--- src/rtl/board_write_arbiter.sv ---
// board_write_arbiter: 3x3 board storage with serialized clear / player / auto-move writes
module board_write_arbiter #(
  parameter int N_CELLS = 9
) (
  input  logic                   clk,
  input  logic                   rst,
  input  logic                   clr_req,
  input  logic                   mv_req,
  input  logic [1:0]             mv_player,
  input  logic [1:0]             mv_row,
  input  logic [1:0]             mv_col,
  input  logic                   auto_req,
  input  logic [1:0]             auto_player,
  input  logic [3:0]             auto_seed,
  output logic                   mv_ack,
  output logic                   mv_rej,
  output logic                   auto_ack,
  output logic                   auto_full,
  output logic                   clr_done,
  output logic                   busy,
  output logic [1:0]             wr_row,
  output logic [1:0]             wr_col,
  output logic [2*N_CELLS-1:0]   board_flat
);
  typedef enum logic [1:0] {IDLE, CLEAR, SCAN} state_t;
  state_t     state;
  logic [3:0] idx, step, mv_idx, seed_mod;
  logic [1:0] mv_cell, scan_cell, scan_row, scan_col;
  logic       mv_ok;
  always_comb begin
    mv_idx    = 4'(mv_row) * 4'd3 + 4'(mv_col) - 4'd4;
    mv_cell   = board_flat[{mv_idx, 1'b0} +: 2];
    mv_ok     = (mv_row != 2'd0) && (mv_col != 2'd0) && (^mv_player) && (mv_cell == 2'd0);
    seed_mod  = auto_seed >= 4'd9 ? auto_seed - 4'd9 : auto_seed;
    scan_cell = board_flat[{idx, 1'b0} +: 2];
    scan_row  = idx < 4'd3 ? 2'd1 : idx < 4'd6 ? 2'd2 : 2'd3;
    scan_col  = idx < 4'd3 ? idx[1:0] + 2'd1 : idx < 4'd6 ? 2'(idx - 4'd2) : 2'(idx - 4'd5);
  end
  // busy stays high through the cycle carrying the completion pulse
  always_ff @(posedge clk) begin
    if (rst) begin
      state      <= IDLE;
      idx        <= '0;
      step       <= '0;
      board_flat <= '0;
      wr_row     <= '0;
      wr_col     <= '0;
      mv_ack     <= 1'b0;
      mv_rej     <= 1'b0;
      auto_ack   <= 1'b0;
      auto_full  <= 1'b0;
      clr_done   <= 1'b0;
      busy       <= 1'b0;
    end else begin
      mv_ack    <= 1'b0;
      mv_rej    <= 1'b0;
      auto_ack  <= 1'b0;
      auto_full <= 1'b0;
      clr_done  <= 1'b0;
      busy      <= state != IDLE;
      case (state)
        IDLE: begin
          if (clr_req) begin
            state <= CLEAR;
            idx   <= '0;
            busy  <= 1'b1;
          end else if (mv_req) begin
            if (mv_ok) begin
              board_flat[{mv_idx, 1'b0} +: 2] <= mv_player;
              wr_row <= mv_row;
              wr_col <= mv_col;
              mv_ack <= 1'b1;
            end else mv_rej <= 1'b1;
          end else if (auto_req) begin
            if (^auto_player) begin
              state <= SCAN;
              idx   <= seed_mod;
              step  <= '0;
              busy  <= 1'b1;
            end else auto_full <= 1'b1;
          end
        end
        CLEAR: begin
          board_flat[{idx, 1'b0} +: 2] <= 2'd0;
          if (idx == 4'd8) begin
            clr_done <= 1'b1;
            state    <= IDLE;
          end else idx <= idx + 4'd1;
        end
        SCAN: begin
          if (scan_cell == 2'd0) begin
            board_flat[{idx, 1'b0} +: 2] <= auto_player;
            wr_row   <= scan_row;
            wr_col   <= scan_col;
            auto_ack <= 1'b1;
            state    <= IDLE;
          end else if (step == 4'd8) begin
            auto_full <= 1'b1;
            state     <= IDLE;
          end else begin
            idx  <= idx == 4'd8 ? 4'd0 : idx + 4'd1;
            step <= step + 4'd1;
          end
        end
        default: state <= IDLE;
      endcase
    end
  end
endmodule

--- config.mk ---
export PLATFORM = sky130hd
export DESIGN_NAME = board_write_arbiter
export DESIGN_NICKNAME = d
export VERILOG_FILES = /design/src/rtl/board_write_arbiter.sv
export SDC_FILE = /design/constraint.sdc
export NUM_CORES = 1
export LEC_CHECK = 0
export ABC_AREA = 0
export BUFFER_PORTS_ARGS = -buffer_cell sky130_fd_sc_hd__clkbuf_2
export CORE_MARGIN = 2
export CORE_UTILIZATION = 50
export CTS_CLUSTER_DIAMETER = 100
export DETAILED_ROUTE_END_ITERATION = 7
export HOLD_SLACK_MARGIN = 0.12
export PLACE_DENSITY_LB_ADDON = 0.2
export REMOVE_ABC_BUFFERS = 1
export SETUP_SLACK_MARGIN = 0.02
export SYNTH_ARGS = -nofsm -noshare
export SYNTH_HDL_FRONTEND = slang
export SYNTH_SLANG_ARGS = --single-unit
export TNS_END_PERCENT = 100
--- constraint.sdc ---
create_clock -name clk -period 6 [get_ports clk]
set_clock_uncertainty 0.05 [all_clocks]
set_input_delay 0.9 -clock clk [delete_from_list [all_inputs] [get_ports clk]]
set_output_delay 0.9 -clock clk [all_outputs]
set_load 0.02 [all_outputs]
* Word-level counts from Yosys, hierarchy flattened *
Index checks and enable logic that the tools add are counted.

operators by class
  $add $sub $neg = 10
  multipliers = 1
  magnitude comparators = 3
  eq/ne operators = 19
  shift operators = 7
  multiplexer cells = 63
  bitwise logic cells = 4
  reduce and logical (&&, ||, !) cells = 21

operator list
  kind                       count
  $mux W18                   4
  $mux W4                    15
  $bwmux W18                 3
  $pmux W18 S3               1
  $mux W2                    18
  $shift A2 B7 Y18 const A   2
  $shiftx A18 B6 Y2          2
  $shiftx A2 B7 Y18          2
  $ne A2 B2 Y1 const B       11
  $shiftx A2 B7 Y18 const A  1
  $mux W1                    16
  $reduce_and A5 Y1          3
  $neg A5 Y7                 2
  $reduce_and A7 Y1          2
  $ne A3 B3 Y1 const B       4
  $pmux W4 S3                1
  $add A4 B1 Y4 const B      2
  $eq A4 B4 Y1 const B       2
  $pmux W2 S2                2
  $pmux W4 S2                1
  $reduce_bool A2 Y1         4
  $logic_not A2 Y1           3
  $pmux W2 S3                1
  $add A4 B2 Y4              1
  other kinds (18)           25

storage, ports and cells
  flip-flop bits (word level) = 38
  bits of input ports = 17
  output and inout port bits = 28
  word-level logic and storage cells = 140

* Longest topological paths before layout *
  depth in word-level cells = 10
  depth in mapped cells = 12
  depth with buffers taken out = 12

* Worst setup path after synthesis *
OpenSTA, ideal clock, no wires.

  kind = input to register
  start = input port mv_row[0]
  end = register (tool-made name)
  library setup time = 0.091 ns
  arrival time = 3.728 ns
  data required time = 5.859 ns
  slack = 2.131 ns
  stages on the path = 12
  buffers on the path = 1
  path through = inv_1 fa_1 inv_1 ha_1 fa_1 buf_6 or4b_4 mux2i_4 a21oi_2 a2111oi_4 a21oi_1 a311oi_1

RTL lines
  item         RTL line  source
  from (decl)  10        input logic [1:0] mv_row,

==> flow_summary.json <==
{
  "crit_fanout": 9,
  "synth_edf_count": 0,
  "grt_usage_pct": 27.21,
  "pwr_density_cell_mw_per_mm2": 364.0,
  "nFillCells": 644,
  "drv_slew": 0,
  "cpMaxStageDelayCell": "or4b_4",
  "synth_area_leader_cell": "dfxtp_1",
  "cp_data_required_time_ns": 6.16,
  "fp.coreArea_mm2": 0.006719,
  "cts_resized": 0,
  "io-pin-count": 45,
  "period_minus_slack_ns": 4.093,
  "placed_area_mm2": 0.003647,
  "synth-async-reset-ratio_pct": 0,
  "ir_worst_vdd_uv": 174.6,
  "post_drt_wl_per_cell_um": 18.39,
  "crit_type": "in -> reg",
  "drt_first_pass_iters": 5,
  "cts_tree": "yes",
  "drive_above_1_share_pct": 16.84,
  "grt_max_degree": 29,
  "nNetsFinal": 506,
  "vias": 3481,
  "num_antenna_cells": 0,
  "status": "complete, no violations",
  "cts-htree-levels": 2,
  "dieArea_mm2": 0.007540,
  "layout-area-overhead-vs-synth_pct": 9.628,
  "synthesis.area_mm2": 0.003431,
  "holdBufCountCts": 0,
  "leakagePower_nw": 1.520,
  "cp-start-kind": "input pin",
  "hold_violations": 0,
  "min-delay-start": "wr_row[0]",
  "fin_area_mm2": 0.003761,
  "slowest_delay_ns": 0.59,
  "rsz0062_at_grt": "no",
  "antenna_left": 0,
  "die_y_um": 86.84,
  "start_util_pct": 51.06,
  "fin_total_pwr_mw": 1.369,
  "fmaxAchievable_mhz": 244.3,
  "place.gp.congestion": 1.011,
  "cts-root-buf": "clkbuf_8",
  "cts_buffers": 5,
  "maxCapViolations": 0,
  "whs_path_depth": 2,
  "ys_seq_area_share_pct": 22.17,
  "insertion_delay_ns": 0.31,
  "vias_per_cell": 6.341,
  "reg2reg_depth": 7,
  "clkSlewWorstSetupHoldPaths_ns": 0.08,
  "r2r-start": "idx[0]",
  "clock-sinks": 38,
  "grt_pass1_vias": 3322,
  "arrival_ns": 4.25,
  "finalWirelength_um": 10100,
  "cts_buffer_depth": 2,
  "antenna_found_initial": 0,
  "syn_area_per_cell_um2": 7.780,
  "synth_area_leaders": "dfxtp_1 22%, ha_1 6.9%, mux2i_1 6.1%",
  "detail_route.iter0.violations": 235,
  "worst_pin_slew_ns": 0.8828,
  "dp_hpwl_um": 7674,
  "yosys_register_bits": 38,
  "numPortBuffers": 44,
  "setup_violations": 0,
  "synth_top_area_share_pct": 22.17,
  "hold_path_end": "wr_row[0]",
  "grt_overflow_total": 0,
  "die_width_um": 86.84,
  "final-seq-area_um2": 760.7,
  "period_share_pct": 68.21,
  "grt_pass1_wl_um": 16100,
  "ys_types": 73,
  "drc": 0,
  "fin_util_pct": 55.98,
  "hp-class": "reg -> reg",
  "critical_path.cell_chain": "clkbuf_2 > inv_1 > fa_1 > inv_1 > ha_1 > fa_1 > or4b_4 > mux2i_4 > a21oi_2 > a2111oi_4 > a21oi_1 > a311oi_1",
  "rrSetupSlack_ns": 2.83,
  "rows": 30,
  "postCtsSetupBuffers": 0,
  "ys_warn_count": 0,
  "final.setup.tns_ns": 0,
  "synth_ff_type": "dfxtp_1",
  "maxSlewHeadroom_pct": 41.15,
  "end_kind": "flip-flop",
  "multi_input_area_mm2": 0.002491,
  "synth_cells": 441
}
## power breakdown
part	switching (mW)	internal (mW)	leakage [nW]
Combinational	0.488	0.293	1.16
Sequential	0.0725	0.286	0.308
Clock	0.106	0.124	0.0504
## cells in the final DEF, fill, tap and decap left out, types with 3 or more instances in the layout
master / Yosys / layout
a211oi_1: 8 / 8
clkbuf_2: 0 / 44
nand3b_1: 4 / 4
o221ai_1: 5 / 5
nor4_1: 5 / 5
mux2i_1: 21 / 21
ha_1: 19 / 19
clkbuf_8: 0 / 5
nand3_1: 12 / 12
nor3b_1: 5 / 5
o31ai_1: 6 / 6
nand2b_1: 12 / 12
dfxtp_1: 38 / 38
a21o_1: 5 / 5
and3_1: 8 / 8
nor3_1: 17 / 17
inv_1: 15 / 15
and2_1: 7 / 7
nor2b_1: 5 / 5
nor4b_1: 4 / 4
a21oi_1: 21 / 21
o211ai_1: 5 / 5
nand2_1: 53 / 53
o21a_1: 4 / 4
mux2_2: 4 / 4
nor2_1: 37 / 37
a221oi_1: 3 / 3
o2bb2ai_1: 3 / 3
nand4_1: 7 / 7
xnor2_1: 8 / 8
o21ai_0: 14 / 14
a21o_2: 3 / 3
or3_1: 4 / 4
a31oi_1: 7 / 7
## per-layer routing
metal | global-route usage (%) | up-vias | wire (um)
met5 | 0 | - | 0
li1 | - | 1670 | -
met4 | 13.64 | 0 | 463
met3 | 4.000 | 35 | 463
met2 | 47.05 | 137 | 4924
met1 | 32.56 | 1639 | 4244
## Yosys cell counts (all sizes together) (3+ instances only)
library cell,number
a211oi,9
a21o,8
a21oi,22
a221oi,3
a31oi,7
and2,8
and3,8
buf,11
clkbuf,14
dfxtp,38
ha,19
inv,17
mux2,4
mux2i,22
nand2,53
nand2b,12
nand3,12
nand3b,4
nand4,7
nor2,37
nor2b,5
nor3,17
nor3b,5
nor4,7
nor4b,5
o211ai,5
o21a,4
o21ai,15
o221ai,5
o2bb2ai,3
o31ai,6
or3,5
xnor2,8
xor2,3
## per-stage QoR
stage / hold slack (ns) / cells / setup WS (ns)
finish: 0.4097 / 549 / 1.907
global route: 0.4607 / 549 / 1.712
CTS: 0.4152 / 549 / 1.917
detailed placement: 0.4027 / 541 / 1.653
global placement: 0.3975 / 541 / 1.775
floorplan: 0.4054 / 416 / 2.125
## critical path: cells and delay by family
kind | cells | cell delay, ns
buffers and inverters | 3 | 0.30
AOI/OAI and AO/OA | 4 | 0.86
adders and majority gates | 3 | 1.29
and+or+nand+nor | 1 | 0.59
muxes | 1 | 0.28
## how the worst max path moves through the flow
stage	startpoint	cells after the start	endpoint
3_3_place_gp	mv_row[1]	12	flip-flop
6_report	mv_row[1]	12	flip-flop
3_5_place_dp	mv_row[1]	12	flip-flop
2_1_floorplan	mv_row[0]	11	flip-flop
4_1_cts	mv_row[1]	12	flip-flop
5_1_grt	mv_row[1]	12	flip-flop
## final cells by class
class | instances | share of cell area (%)
Clock buffer | 5 | 1.830
Clock inverter | 3 | 1.198
Inverter | 18 | 1.796
Multi-Input combinational cell | 360 | 66.23
Sequential cell | 38 | 20.23
Tap cell | 80 | 2.661
Timing Repair Buffer | 45 | 6.055
## cell families after synthesis
logic type | Yosys count | synth area share [%]
adders and majority gates | 21 | 8.096
and+or+nand+nor | 194 | 29.72
buffers and inverters | 43 | 5.215
DFF | 38 | 22.17
muxes | 27 | 8.753
xor gates and xnor gates | 11 | 3.027
AOI/OAI and AO/OA | 107 | 23.01
Note: power is estimated with default switching activity, not from simulation.
